File: config.mk
export PLATFORM = sky130hd
export DESIGN_NAME = dmi_req_queue_flat
export DESIGN_NICKNAME = d
export VERILOG_FILES = /design/src/rtl/dmi_req_queue_if.sv /design/src/rtl/dmi_req_queue.sv /design/src/flat_wrapper.sv
export SDC_FILE = /design/constraint.sdc
export NUM_CORES = 1
export LEC_CHECK = 0
export CAP_MARGIN = 5
export CORE_AREA = 2 2 130 132
export DETAILED_ROUTE_END_ITERATION = 12
export DIE_AREA = 0 0 132 134
export PLACE_DENSITY = 0.81
export SYNTH_ARGS = -nofsm -noshare
export SYNTH_HDL_FRONTEND = slang
export SYNTH_SLANG_ARGS = --single-unit
export TNS_END_PERCENT = 30
File: constraint.sdc
create_clock -name core_clk -period 2.75 [get_ports core_clk]
set_input_delay 0.4125 -clock core_clk [delete_from_list [all_inputs] [get_ports core_clk]]
set_output_delay 0.4125 -clock core_clk [all_outputs]
set_load 0.05 [all_outputs]
File: src/rtl/dmi_req_queue_if.sv
// ============================================================================
//  Module      : dmi_req_queue_if
//  Description : Bundles the dmi_wrapper request/response signals and the
//                debug-module request/response bus used by dmi_req_queue.
//                master = queue side, slave = environment side.
//  Revision    : 1.0  initial release
// ============================================================================
`default_nettype none

interface dmi_req_queue_if #(
  parameter int ADDR_W = 7
);
  // dmi_wrapper side
  logic              reg_en;
  logic              reg_wr_en;
  logic [31:0]       reg_wr_addr;
  logic [31:0]       reg_wr_data;
  logic [31:0]       rd_data;
  logic              reg_ack;
  // debug module side
  logic              dm_req_valid;
  logic              dm_req_ready;
  logic              dm_req_wr;
  logic [ADDR_W-1:0] dm_req_addr;
  logic [31:0]       dm_req_wdata;
  logic              dm_rsp_valid;
  logic [31:0]       dm_rsp_rdata;

  modport master (
    input  reg_en, reg_wr_en, reg_wr_addr, reg_wr_data,
    output rd_data, reg_ack,
    output dm_req_valid, dm_req_wr, dm_req_addr, dm_req_wdata,
    input  dm_req_ready, dm_rsp_valid, dm_rsp_rdata
  );

  modport slave (
    output reg_en, reg_wr_en, reg_wr_addr, reg_wr_data,
    input  rd_data, reg_ack,
    input  dm_req_valid, dm_req_wr, dm_req_addr, dm_req_wdata,
    output dm_req_ready, dm_rsp_valid, dm_rsp_rdata
  );
endinterface

`default_nettype wire

File: src/rtl/dmi_req_queue.sv
// ============================================================================
//  Module      : dmi_req_queue
//  Description : Core-clock request queue between dmi_wrapper and the debug
//                module. Buffers DMI requests in a small FIFO, issues them one
//                at a time over valid/ready, and returns rd_data + reg_ack.
//                Optional response timeout: define DMI_REQ_TIMEOUT_EN.
//  Revision    : 1.0  initial release
// ============================================================================
`default_nettype none

module dmi_req_queue #(
  parameter int DEPTH       = 4,
  parameter int ADDR_W      = 7,
  parameter int TIMEOUT_CYC = 1024
) (
  input  logic                   core_clk,
  input  logic                   core_rst,
  dmi_req_queue_if.master        bus,
  input  logic                   err_clr,
  output logic                   ovf_err,
  output logic [$clog2(DEPTH):0] fifo_level
`ifdef DMI_REQ_TIMEOUT_EN
  ,
  output logic                   timeout_err
`endif
);

  localparam int PTR_W   = $clog2(DEPTH);
  localparam int ENTRY_W = 1 + ADDR_W + 32;   // {wr, addr, data}

  localparam logic [1:0] IDLE     = 2'd0;
  localparam logic [1:0] ISSUE    = 2'd1;
  localparam logic [1:0] WAIT_RSP = 2'd2;
  localparam logic [1:0] ACK      = 2'd3;

  logic [1:0]         state;
  logic [ENTRY_W-1:0] mem [DEPTH];
  logic [PTR_W-1:0]   wr_ptr;
  logic [PTR_W-1:0]   rd_ptr;
  logic [PTR_W:0]     count;
  logic [ENTRY_W-1:0] head;
  logic               fifo_full;
  logic               fifo_empty;
  logic               push;
  logic               pop;
  logic               drop;
  logic               rsp_is_wr;
  logic [31:0]        rd_data_q;
  logic               rsp_timeout;
  logic               unused_addr_hi;

  // Only the low ADDR_W address bits are forwarded to the debug module.
  assign unused_addr_hi = ^bus.reg_wr_addr[31:ADDR_W];

  assign head       = mem[rd_ptr];
  assign fifo_full  = (count == (PTR_W+1)'(DEPTH));
  assign fifo_empty = (count == '0);
  // A pop in the same cycle frees a slot, so a push into a full FIFO is kept.
  assign pop        = (state == ISSUE) && bus.dm_req_ready;
  assign push       = bus.reg_en && (!fifo_full || pop);
  assign drop       = bus.reg_en && fifo_full && !pop;

  // Request fields are only driven while valid so idle outputs read as zero.
  assign bus.dm_req_valid = (state == ISSUE);
  assign bus.dm_req_wr    = (state == ISSUE) && head[ENTRY_W-1];
  assign bus.dm_req_addr  = (state == ISSUE) ? head[ENTRY_W-2:32] : '0;
  assign bus.dm_req_wdata = (state == ISSUE) ? head[31:0] : '0;
  assign bus.reg_ack      = (state == ACK);
  assign bus.rd_data      = rd_data_q;
  assign fifo_level       = count;

  // FIFO storage; entries need no reset because reads are gated by count.
  always_ff @(posedge core_clk) begin
    if (push) begin
      mem[wr_ptr] <= {bus.reg_wr_en, bus.reg_wr_addr[ADDR_W-1:0], bus.reg_wr_data};
    end
  end

  // FIFO pointers and occupancy; pointers wrap naturally at the power-of-2 depth.
  always_ff @(posedge core_clk) begin
    if (core_rst) begin
      wr_ptr <= '0;
      rd_ptr <= '0;
      count  <= '0;
    end else begin
      if (push) wr_ptr <= wr_ptr + 1'b1;
      if (pop)  rd_ptr <= rd_ptr + 1'b1;
      case ({push, pop})
        2'b10:   count <= count + 1'b1;
        2'b01:   count <= count - 1'b1;
        default: count <= count;
      endcase
    end
  end

  // Sticky overflow flag; a drop in the same cycle as err_clr keeps it set.
  always_ff @(posedge core_clk) begin
    if (core_rst)     ovf_err <= 1'b0;
    else if (drop)    ovf_err <= 1'b1;
    else if (err_clr) ovf_err <= 1'b0;
  end

`ifdef DMI_REQ_TIMEOUT_EN
  localparam int CNT_W = $clog2(TIMEOUT_CYC) + 1;
  logic [CNT_W-1:0] wait_cnt;

  // Counts cycles spent in WAIT_RSP; restarts from zero on every entry.
  always_ff @(posedge core_clk) begin
    if (core_rst || state != WAIT_RSP) wait_cnt <= '0;
    else                               wait_cnt <= wait_cnt + 1'b1;
  end

  assign rsp_timeout = (state == WAIT_RSP) && (wait_cnt == CNT_W'(TIMEOUT_CYC - 1));

  // Sticky timeout flag; a real response in the expiry cycle suppresses it.
  always_ff @(posedge core_clk) begin
    if (core_rst)                                timeout_err <= 1'b0;
    else if (rsp_timeout && !bus.dm_rsp_valid)   timeout_err <= 1'b1;
    else if (err_clr)                            timeout_err <= 1'b0;
  end
`else
  localparam int unused_timeout_cyc = TIMEOUT_CYC;
  assign rsp_timeout = 1'b0;
`endif

  // Request sequencer: one outstanding request, responses returned in order.
  always_ff @(posedge core_clk) begin
    if (core_rst) begin
      state     <= IDLE;
      rsp_is_wr <= 1'b0;
      rd_data_q <= '0;
    end else begin
      case (state)
        IDLE: begin
          if (!fifo_empty) state <= ISSUE;
        end
        ISSUE: begin
          if (bus.dm_req_ready) begin
            rsp_is_wr <= head[ENTRY_W-1];
            state     <= WAIT_RSP;
          end
        end
        WAIT_RSP: begin
          if (bus.dm_rsp_valid) begin
            rd_data_q <= rsp_is_wr ? 32'h0 : bus.dm_rsp_rdata;
            state     <= ACK;
          end else if (rsp_timeout) begin
            rd_data_q <= 32'hFFFF_FFFF;
            state     <= ACK;
          end
        end
        ACK:     state <= IDLE;
        default: state <= IDLE;
      endcase
    end
  end

endmodule

`default_nettype wire

File: src/flat_wrapper.sv
// flat-port wrapper written by rule: the top's interface ports become plain ports
module dmi_req_queue_flat 
#(
  parameter int DEPTH       = 4,
  parameter int ADDR_W      = 7,
  parameter int TIMEOUT_CYC = 1024
)
  (core_clk, core_rst, err_clr, ovf_err, fifo_level, bus_reg_en, bus_reg_wr_en, bus_reg_wr_addr, bus_reg_wr_data, bus_rd_data, bus_reg_ack, bus_dm_req_valid, bus_dm_req_wr, bus_dm_req_addr, bus_dm_req_wdata, bus_dm_req_ready, bus_dm_rsp_valid, bus_dm_rsp_rdata);
  dmi_req_queue_if #(.ADDR_W(ADDR_W)) bus_i ();
  input  logic core_clk;
  input  logic core_rst;
  input  logic err_clr;
  output logic ovf_err;
  output logic [$clog2(DEPTH):0] fifo_level;
  input wire logic [$bits(bus_i.reg_en)-1:0] bus_reg_en;
  input wire logic [$bits(bus_i.reg_wr_en)-1:0] bus_reg_wr_en;
  input wire logic [$bits(bus_i.reg_wr_addr)-1:0] bus_reg_wr_addr;
  input wire logic [$bits(bus_i.reg_wr_data)-1:0] bus_reg_wr_data;
  output wire logic [$bits(bus_i.rd_data)-1:0] bus_rd_data;
  output wire logic [$bits(bus_i.reg_ack)-1:0] bus_reg_ack;
  output wire logic [$bits(bus_i.dm_req_valid)-1:0] bus_dm_req_valid;
  output wire logic [$bits(bus_i.dm_req_wr)-1:0] bus_dm_req_wr;
  output wire logic [$bits(bus_i.dm_req_addr)-1:0] bus_dm_req_addr;
  output wire logic [$bits(bus_i.dm_req_wdata)-1:0] bus_dm_req_wdata;
  input wire logic [$bits(bus_i.dm_req_ready)-1:0] bus_dm_req_ready;
  input wire logic [$bits(bus_i.dm_rsp_valid)-1:0] bus_dm_rsp_valid;
  input wire logic [$bits(bus_i.dm_rsp_rdata)-1:0] bus_dm_rsp_rdata;
  assign bus_i.reg_en = bus_reg_en;
  assign bus_i.reg_wr_en = bus_reg_wr_en;
  assign bus_i.reg_wr_addr = bus_reg_wr_addr;
  assign bus_i.reg_wr_data = bus_reg_wr_data;
  assign bus_rd_data = bus_i.rd_data;
  assign bus_reg_ack = bus_i.reg_ack;
  assign bus_dm_req_valid = bus_i.dm_req_valid;
  assign bus_dm_req_wr = bus_i.dm_req_wr;
  assign bus_dm_req_addr = bus_i.dm_req_addr;
  assign bus_dm_req_wdata = bus_i.dm_req_wdata;
  assign bus_i.dm_req_ready = bus_dm_req_ready;
  assign bus_i.dm_rsp_valid = bus_dm_rsp_valid;
  assign bus_i.dm_rsp_rdata = bus_dm_rsp_rdata;
  dmi_req_queue #(.DEPTH(DEPTH), .ADDR_W(ADDR_W), .TIMEOUT_CYC(TIMEOUT_CYC)) u_core (.core_clk(core_clk), .core_rst(core_rst), .bus(bus_i), .err_clr(err_clr), .ovf_err(ovf_err), .fifo_level(fifo_level));
endmodule
# Word-level counts from Yosys, hierarchy flattened
# Memories as Yosys holds them, arrays and structs flattened. A register that Yosys moved wholly into a read port is not among the register bits.
# Index checks and enable logic that the tools add are counted.
# W data, S select, Z words.
# classes
n_reduce_logical	15
n_eq_ne	9
addsub	4
n_mux	14
# ops
op	n
$mux W32	2
$mux W2	5
$pmux W2 S4	1
$mux W7	1
$eq A2 B2 Y1 const B	3
$pmux W3 S2	1
$logic_and A1 B1 Y1	5
$add A2 B1 Y2 const B	2
$eq A2 B1 Y1 const B	2
$mux W1	4
$ne A2 B2 Y1 const B	2
$reduce_and A2 Y1	2
$reduce_bool A2 Y1	2
$add A3 B1 Y3 const B	1
$eq A3 B3 Y1 const B	1
$logic_not A3 Y1	1
$reduce_and A3 Y1	1
$sub A3 B1 Y3 const B	1
$logic_not A1 Y1	2
$logic_not A2 Y1	1
$ne A2 B1 Y1 const B	1
$logic_or A1 B1 Y1	1
# totals
regBits	43
input_bits	103
ramBits	160
out_inout_bits	78
memories	1
word_cells	50
# memory_table
memory	depth	word_bits	read_ports	rd_ports_with_merged_regs	write_ports	line	rtl
u_core.mem	4	40	1	1	1	dmi_req_queue.sv:37	logic [ENTRY_W-1:0] mem [DEPTH];

# Logic depth before layout (Yosys ltp)
# logic_depth
word_depth	6
ltp_mapped	12
ltp_nobuf	11

# Least setup slack after synthesis
# Ideal clock, no wire load.
# synth_path
path_kind	register to register
from	reg u_core.state[1]
to	mem u_core.mem[0][0] in the netlist's numbering (enable)
synth_period_minus_slack_ns	2.959
stages_incl_launch_ff	7
t_required_ns	2.349
setup_ns	0.401
slack_ns	-0.209
path_buffers	1
arrival_time_ns	2.558
cell_sequence	dfxtp_1 inv_1 ha_1 buf_2 nand2_1 a21boi_1 and2_1
# synth_between
elab_chain_cells	6
# synth_lines
element	line	rtl
start, declared	dmi_req_queue.sv:36	logic [1:0] state;
start signal, assigned	dmi_req_queue.sv:129	state <= IDLE;
start signal, assigned	dmi_req_queue.sv:135	if (!fifo_empty) state <= ISSUE;
start signal, assigned	dmi_req_queue.sv:140	state <= WAIT_RSP;
$eq A2 B1 Y1	--	
named net bus_dm_req_valid	flat_wrapper.sv:21	output wire logic [$bits(bus_i.dm_req_valid)-1:0] bus_dm_req_valid;
$logic_and A1 B1 Y1	dmi_req_queue.sv:59	assign pop = (state == ISSUE) && bus.dm_req_ready;
$logic_or A1 B1 Y1	dmi_req_queue.sv:60	assign push = bus.reg_en && (!fifo_full || pop);
$logic_and A1 B1 Y1	dmi_req_queue.sv:60	
$mux W1	dmi_req_queue.sv:74	if (push) begin
$mux W1 (implied by the code)	dmi_req_queue.sv:75	mem[wr_ptr] <= {bus.reg_wr_en, bus.reg_wr_addr[ADDR_W-1:0], bus.reg_wr_data};
end, declared	dmi_req_queue.sv:37	
# The timed path passes the listed nets, and every way through them passes these cells.

==> out/metrics.yaml <==
hold_viol: 0
yosysTopAreaCell: "edfxtp_1"
insertion_delay_ns: 0.48
portBuffers: 155
layout.nets: 760
place_ws_ns: 0.2358
synth-edff-count: 160
p_per_area_mw_per_mm2: 880.3
syn_nets: 597
netlist.area_leader.share_pct: 59.60
route.detailed.drc: 0
wl_met1_microns: 6648
cts_buffer_depth: 3
hold_class: "flop to flop"
syn_inst: 483
critPathKind: "flop to output pin"
post_cts_buffers: 0
core-area_sq_mm: 0.01629
async_flop_share_pct: 0
ys_seq_area_share_pct: 70.77
relSlewSlack_pct: 30.30
numClockSinks: 205
drtIter0Drc: 307
crit_required_ns: 2.34
slew_violations: 0
clock_skew_ns: 0.007635
cts_made_buffers: 21
wl_per_cell_microns: 19.55
ys_types: 33
h-tree-depth: 1
grt_usage_pct: 19.35
cp.buffers_inverters: 2
worstSetupEndpointType: "output pin"
drt-vias-per-instance: 5.410
crit_fanout: 22
final_common_cell: "edfxtp_1"
rsz0062_at_grt: "no"
vias: 4766
antenna_found_initial: 1
met3WireLength_microns: 656
die_area_sq_mm: 0.01769
grt_overflow: 0
start_util_pct: 49.49
tightest_slew_ns: 1.043
die_w_microns: 132
synth_flop_cell: "edfxtp_1"
routed_wl_microns: 17230
worstPathCellList: "buf_4 > mux4_2 > and2_1 > buf_12"
fmax_mhz: 383.0
post_cts_resized: 0
cts_root_buf: "clkbuf_16"
syn_to_final_growth_pct: 36.40
pin_count: 181
yosys-top-cells-area: "edfxtp_1, dfxtp_1, mux4_2"
ctsHoldBuffers: 0
synth_area_per_cell_sq_um: 16.69
timing.final.ws_setup_ns: 0.1391
dp_hpwl_microns: 11400
cp-start-kind: "flop"
mostFrequentLayoutCells: "edfxtp_1, clkdlybuf4s50_1, buf_12, dfxtp_1"
clkTransAtPathRegs_ns: 0.06
wl_met2_microns: 9365
grt_max_degree: 45
postRouteAntennaNets: 0
post-place-cells: 843
cts_tree: "built"
die-height_microns: 134
maxCapViolCount: 0
ys_seq_elements: 205
grt_pass1_vias: 5067
status: "finished, final reports clean"
finalCriticalPeriod_ns: 2.611
drive_above_1_share_pct: 20.76
num_rows: 47
top_layer_used: "met4"
yosysWarnings: 0
crit_family: "flip-flops"
setup_violations: 0
crit_path_max_incr_delay_ns: 0.71
slowest_stage: "dfxtp_2"
ir_drop_v: 0.0006813
arrival_ns: 2.20
syn_area_sq_mm: 0.008061
layout.cells.non_filler: 881
dr.pass1.iters: 5
timing.final.crit_share_pct: 94.94
power.leakage_nw: 3.664
routabilityCongestion: 0.8167
grt_pass1_wl_microns: 26920
==> synth_stat cells, drive strengths merged (2+ instances only) <==
cell	count
edfxtp	160
dfxtp	45
and2	44
mux4	40
nand2	38
a21oi	35
nand4b	32
clkbuf	22
buf	11
inv	11
ha	10
nor2	7
xor2	4
nand3	2
nand4	2
nor2b	2
o311ai	2
o31a	2
or3b	2
==> stage by stage <==
stage,hold slack [ns],power [mW],util [%],instance area (sq um),setup TNS (ns)
2_1_floorplan,0.4677,5.667,-,8064,-16.70
5_1_grt,0.4773,10.05,67.49,10990,0
3_3_place_gp,0.4385,6.999,63.49,10340,0
6_report,0.4538,9.679,67.50,11000,0
4_1_cts,0.4581,9.782,67.49,10990,0
3_5_place_dp,0.4465,7.093,63.49,10340,0
==> tightest hold or removal path: cells and delay by family, from the launching register on <==
kind / cells / cell delay, ns
AOI/OAI and AO/OA: 1 / 0.05
and+or+nand+nor: 1 / 0.05
DFF: 1 / 0.31
==> state kept, by name (all words and copies together) (netlist names), named ones only <==
signal,cells
u_core.fifo_level,3
u_core.rsp_is_wr,1
u_core.ovf_err,1
u_core.state,2
u_core.mem,160
u_core.wr_ptr,2
u_core.bus.rd_data,32
u_core.rd_ptr,2
==> metal layers <==
metal | GRT usage (%) | vias to the layer above
met5 | 0 | -
met4 | 7.428 | 0
met3 | 3.061 | 36
met2 | 35.01 | 126
met1 | 23.45 | 2420
li1 | - | 2184
==> final timing paths <==
| path | from | end | slack (ns) | cells past startpoint |
|---|---|---|---|---|
| setup / recovery | flop | bus_dm_req_wdata[21] | 0.14 | 4 |
| hold / removal | u_core.bus.rd_data[19] | u_core.bus.rd_data[19] | 0.45 | 2 |
| setup reg to reg | u_core.state[1] | u_core.fifo_level[2] | 0.48 | 11 |
| hold reg to reg | u_core.bus.rd_data[19] | u_core.bus.rd_data[19] | 0.45 | 2 |
==> cells by family after synthesis <==
kind of cell | synth area share (%)
multiplexers | 11.30
XOR/XNOR | 0.4345
adder cells (fa/ha/maj) | 1.800
flip-flops | 70.77
AO/OA/AOI/OAI | 2.996
AND/OR/NAND/NOR | 10.15
buffers and inverters | 2.545
==> area by class of cell <==
| type | instances | area (sq um) |
|---|---|---|
| Clock buffer | 24 | 536.8 |
| Tap cell | 220 | 275.3 |
| Antenna cell | 1 | 2.502 |
| Multi-Input combinational cell | 234 | 2156 |
| Sequential cell | 205 | 5710 |
| Inverter | 11 | 41.29 |
| Clock inverter | 13 | 113.9 |
| Timing Repair Buffer | 173 | 2160 |
| Fill cell | 1073 | 5294 |
==> report_power, final <==
group | switching, mW | total, mW | internal, mW | leakage [nW]
Combinational | 1.75 | 3.18 | 1.43 | 1.50
Clock | 1.09 | 2.68 | 1.59 | 0.325
Sequential | 0.137 | 3.82 | 3.68 | 1.83
(Power assumes the default switching activity.)
==> patch 1, RTL diff (same flow settings) <==
`ADDR_W` is set to 7 in 3 places; all go to 6.
--- a/src/rtl/dmi_req_queue_if.sv
+++ b/src/rtl/dmi_req_queue_if.sv
@@ -8,7 +8,7 @@
 `default_nettype none
 
 interface dmi_req_queue_if #(
-  parameter int ADDR_W = 7
+  parameter int ADDR_W = 6
 );
   // dmi_wrapper side
   logic              reg_en;
--- a/src/rtl/dmi_req_queue.sv
+++ b/src/rtl/dmi_req_queue.sv
@@ -10,7 +10,7 @@
 
 module dmi_req_queue #(
   parameter int DEPTH       = 4,
-  parameter int ADDR_W      = 7,
+  parameter int ADDR_W      = 6,
   parameter int TIMEOUT_CYC = 1024
 ) (
   input  logic                   core_clk,
--- a/src/flat_wrapper.sv
+++ b/src/flat_wrapper.sv
@@ -2,7 +2,7 @@
 module dmi_req_queue_flat 
 #(
   parameter int DEPTH       = 4,
-  parameter int ADDR_W      = 7,
+  parameter int ADDR_W      = 6,
   parameter int TIMEOUT_CYC = 1024
 )
   (core_clk, core_rst, err_clr, ovf_err, fifo_level, bus_reg_en, bus_reg_wr_en, bus_reg_wr_addr, bus_reg_wr_data, bus_rd_data, bus_reg_ack, bus_dm_req_valid, bus_dm_req_wr, bus_dm_req_addr, bus_dm_req_wdata, bus_dm_req_ready, bus_dm_rsp_valid, bus_dm_rsp_rdata);
Ports: changed (resized bus_dm_req_addr); port bits go from 181 to 180. The function was not compared with the original's and may differ.
==> patch 1 against the unedited design <==
- synthesized cell count fell by 1.7%
- synthesized area is 2.1% lower
- sequential cell count fell by 4
- design area down 1.4%
- total power increased by 0.17%
- routed wire length fell by 4.2%
- cell count fell by 0.57%
- fmax grew 4.4%
- worst setup slack gained 0.11 ns
- critical path type is now flop to flop
- critical endpoint is now u_core.fifo_level[2]$_SDFFE_PP0P_
==> patch 1: results (changes against the unedited design) <==
grt_pass1_wl_um: 25900  # -3.8%
synth-edff-count: 156  # -2.5%
dpl.hpwl_um: 10700  # -5.9%
global_route.usage.met2_pct: 34.5  # -0.52 points
final_nets: 754  # -0.79%
n_antenna_cell: 0  # -1
grt_pass1_vias: 4993  # -1.5%
routed_via_density: 5.35  # -1.1%
route.met2.wl_um: 8890  # -5.1%
num-fill-cells: 1076  # +0.28%
track_usage_pct: 18.5  # -0.82 points
syn-num-nets: 589  # -1.3%
clock_skew_ns: 0.0214  # +0.0138 ns
portBuffers: 153  # -1.3%
cp.arrival_ns: 2.91  # +0.71 ns
syn_avg_cell_area_um2: 16.6  # -0.48%
insertion_delay_ns: 0.50  # +0.02 ns
dp_cells: 836  # -0.83%
leakage_nw: 3.62  # -1.2%
synth-compound-area-share_pct: 3.06  # +0.065 points
tightest_slew_ns: 0.851  # -0.192 ns
gp_congestion: 0.828  # +1.4%
drive_gt1_share_pct: 21.2  # +0.43 points
drt_iter0_drc: 351  # +14%
wl_met3_um: 680  # +3.7%
post_cts_resized: 0  # unchanged
largest_reg_flops: 156  # -2.5%
synth_area_leaders: "edfxtp_1, dfxtp_1, mux4_2"
final_cells: 876  # -0.57%
comb_power_mw: 3.11  # -2%
peakVddDrop_v: 0.000585  # -14%
synth_common_cells: "edfxtp_1, dfxtp_1, and2_1"
switchingPower_mw: 2.94  # -1.1%
placed_area_um2: 10100  # -2.1%
synth.distinct_cells: 34  # +3.0%
cp_max_fo: 6  # -73%
powerClk_mw: 2.85  # +6%
cts_root_buf: "clkbuf_16"
yosys.area_share.adder_pct: 1.84  # +0.039 points
synth_xor_xnor_area_share_pct: 0.444  # +0.0094 points
yosysSeqAreaShare_pct: 70.8  # about the same
highest_layer: "met4"
grt_util_met1_pct: 22.6  # -0.86 points
max-cap-violations: 0  # unchanged
use_met3_pct: 2.57  # -0.49 points
routedWlPerCell_um: 18.8  # -3.7%
synthMuxAreaShare_pct: 11.3  # -0.040 points
grt_max_degree: 44  # -2.2%
numCtsBuffers: 22  # +4.8%
wl_met1_um: 6630  # -0.21%
antenna_found_initial: 0  # -1
post_cts_buffers: 0  # unchanged
status: "finished, final reports clean"
## patch 1: through the flow
step / hold WS [ns] / util [%] / setup TNS, ns / total power, mW / worst slack, ns
floorplan: 0.468 / - / -21.23 / 5.54 / -0.272
CTS: 0.454 / 66.6 / 0 / 9.80 / 0.206
global route: 0.470 / 66.6 / 0 / 10.1 / 0.0231
detailed placement: 0.446 / 62.1 / 0 / 6.93 / 0.0541
global placement: 0.439 / 62.1 / 0 / 6.84 / 0.189
finish: 0.451 / 66.6 / 0 / 9.70 / 0.249
## patch 1: worst max-delay path, cell delays in order (launching register included)
cell	delay (ns)
dfxtp_1	0.37
inv_1	0.10
ha_1	0.22
nand2_1	0.20
a21boi_0	0.16
inv_1	0.09
ha_1	0.20
inv_1	0.07
fa_1	0.37
xor2_1	0.16
or3_1	0.31
a21oi_1	0.16
## patch 1: area by class of cell
| cell class | instances | share of cell area (%) |
|---|---|---|
| clock inverter | 15 | 1.47 |
| inverter | 11 | 0.381 |
| timing repair buffer | 172 | 19.2 |
| clock buffer | 25 | 5.18 |
| multi-input combinational | 232 | 19.6 |
| sequential | 201 | 51.6 |
| tap | 220 | 2.54 |
## patch 1: worst paths after layout
| path | start | endpoint | slack [ns] | cells after the start |
|---|---|---|---|---|
| worst max-delay path | u_core.state[1]$_SDFFE_PP0P_ | u_core.fifo_level[2]$_SDFFE_PP0P_ | 0.25 | 11 |
| worst min-delay path | u_core.bus.rd_data[10]$_SDFFE_PP0P_ | u_core.bus.rd_data[10]$_SDFFE_PP0P_ | 0.45 | 2 |
| worst max register to register | u_core.state[1]$_SDFFE_PP0P_ | u_core.fifo_level[2]$_SDFFE_PP0P_ | 0.25 | 11 |
| worst min register to register | u_core.bus.rd_data[10]$_SDFFE_PP0P_ | u_core.bus.rd_data[10]$_SDFFE_PP0P_ | 0.45 | 2 |
==> patch 2, RTL diff (config.mk and constraints unchanged) <==
Made on the original files. Register the output `fifo_level` once more, cleared by the reset; this adds one clock of latency there. The other outputs are not delayed to match.
--- a/src/rtl/dmi_req_queue.sv
+++ b/src/rtl/dmi_req_queue.sv
@@ -67,7 +67,13 @@
   assign bus.dm_req_wdata = (state == ISSUE) ? head[31:0] : '0;
   assign bus.reg_ack      = (state == ACK);
   assign bus.rd_data      = rd_data_q;
-  assign fifo_level       = count;
+  always_ff @(posedge core_clk) begin
+    if (core_rst) begin
+      fifo_level <= '0;
+    end else begin
+      fifo_level <= count;
+    end
+  end
 
   // FIFO storage; entries need no reset because reads are gated by count.
   always_ff @(posedge core_clk) begin
Behaviour: not the same (a bounded check fails within 4 cycles, from zero or initial values and one cycle with core_rst high).
==> patch 2 against the unedited design <==
- worst setup slack gained 0.014 ns
- routed wire length rose by 3.7%
- total power is 0.63% higher
- sequential cell count rose by 3
- synthesized area up 0.92%
- hold slack got worse by 0.0053 ns
- largest cell class unchanged
- synthesized cell count increased by 1.2%
- design area up 0.98%
- global-route usage is 0.81 points higher
==> patch 2: results (changes against the unedited design) <==
status: "finished, final reports clean"
dpl.hpwl_um: 11400  # +0.20%
cp_slowest_stage_delay_ns: 0.64  # -0.07 ns
p_int_mw: 6.72  # +0.34%
syn-num-nets: 603  # +1.0%
drt-pass1-iter-count: 4  # -1
hold_start: "u_core.bus.rd_data[18]$_SDFFE_PP0P_"
final_cells: 894  # +1.5%
dp_cells: 853  # +1.2%
wl_met3_um: 939  # +43%
antenna_found_initial: 0  # -1
leakage_nw: 3.71  # +1.3%
tightest_slew_ns: 0.901  # -0.142 ns
yosysSeqAreaShare_pct: 70.9  # +0.096 points
cp_max_fo: 17  # -23%
clock_skew_ns: 0.0147  # +0.00710 ns
syn_inst: 489  # +1.2%
track_usage_pct: 20.2  # +0.81 points
grt_pass1_wl_um: 27800  # +3.1%
drt_iter0_drc: 331  # +7.8%
grt_pass1_vias: 5144  # +1.5%
min_to: "u_core.bus.rd_data[18]$_SDFFE_PP0P_"
gp_congestion: 0.794  # -2.8%
worstReg2RegEnd: "u_core.count[2]$_SDFFE_PP0P_"
worst-r2r-setup-slack_ns: 0.31  # -0.17 ns
n_antenna_cell: 0  # -1
placed_area_um2: 10400  # +0.88%
cp.arrival_ns: 2.18  # -0.02 ns
num-fill-cells: 1069  # -0.37%
use_met3_pct: 4.04  # +0.98 points
pre_cts_slack_ns: 0.109  # -0.127 ns
synth.distinct_cells: 32  # -3.0%
numCtsBuffers: 22  # +4.8%
fin_hold_ws_ns: 0.449  # -0.00527 ns
## patch 2: changes by cell type after synthesis
cell      unedited run  this run
a21oi_1             35        34
nor2_1               7         9
nand2_1             38        39
nor2b_1              2         3
or3_1                1         0
clkbuf_1            22        21
buf_1                4         5
or4_1                1         2
dfxtp_1             45        48
## patch 2: cell families after synthesis
family | Yosys count | share of synthesized area, %
buf+inv | 44 | 2.52
flops | 208 | 70.9
fa+ha+maj | 11 | 1.78
xor+xnor | 4 | 0.431
mux | 41 | 11.2
compound gates | 42 | 2.91
simple gates | 139 | 10.3
## patch 2: how the worst max path moves through the flow
stage,from,end,cells after the start,slack [ns]
after floorplan,u_core.state[1]$_SDFFE_PP0P_,u_core.mem[2][0]$_DFFE_PP_,6,-0.21
after global placement,bus_dm_req_ready,u_core.count[2]$_SDFFE_PP0P_,10,0.18
after detailed placement,bus_dm_req_ready,u_core.count[2]$_SDFFE_PP0P_,10,0.11
after CTS,flop,bus_dm_req_wdata[30],4,0.04
after global routing,flop,bus_dm_req_wdata[22],4,0.05
final,flop,bus_dm_req_wdata[22],4,0.15
## patch 2: power by group through the flow
stage          combinational [mW]  clock, mW  sequential (mW)
3_5_place_dp                 3.16          0             3.98
2_1_floorplan                1.68          0             4.03
6_report                     3.19       2.65             3.90
5_1_grt                      3.35       2.85             3.93
4_1_cts                      3.18       2.71             3.92
3_3_place_gp                 3.11          0             3.95
## patch 2: final cells by class
type | instances | area [um^2] | area share (%)
clock inverter | 10 | 52.6 | 0.473
tap | 220 | 275 | 2.48
sequential | 208 | 5770 | 52.0
multi-input combinational | 237 | 2170 | 19.5
inverter | 11 | 41.3 | 0.372
clock buffer | 30 | 602 | 5.42
timing repair buffer | 178 | 2190 | 19.7
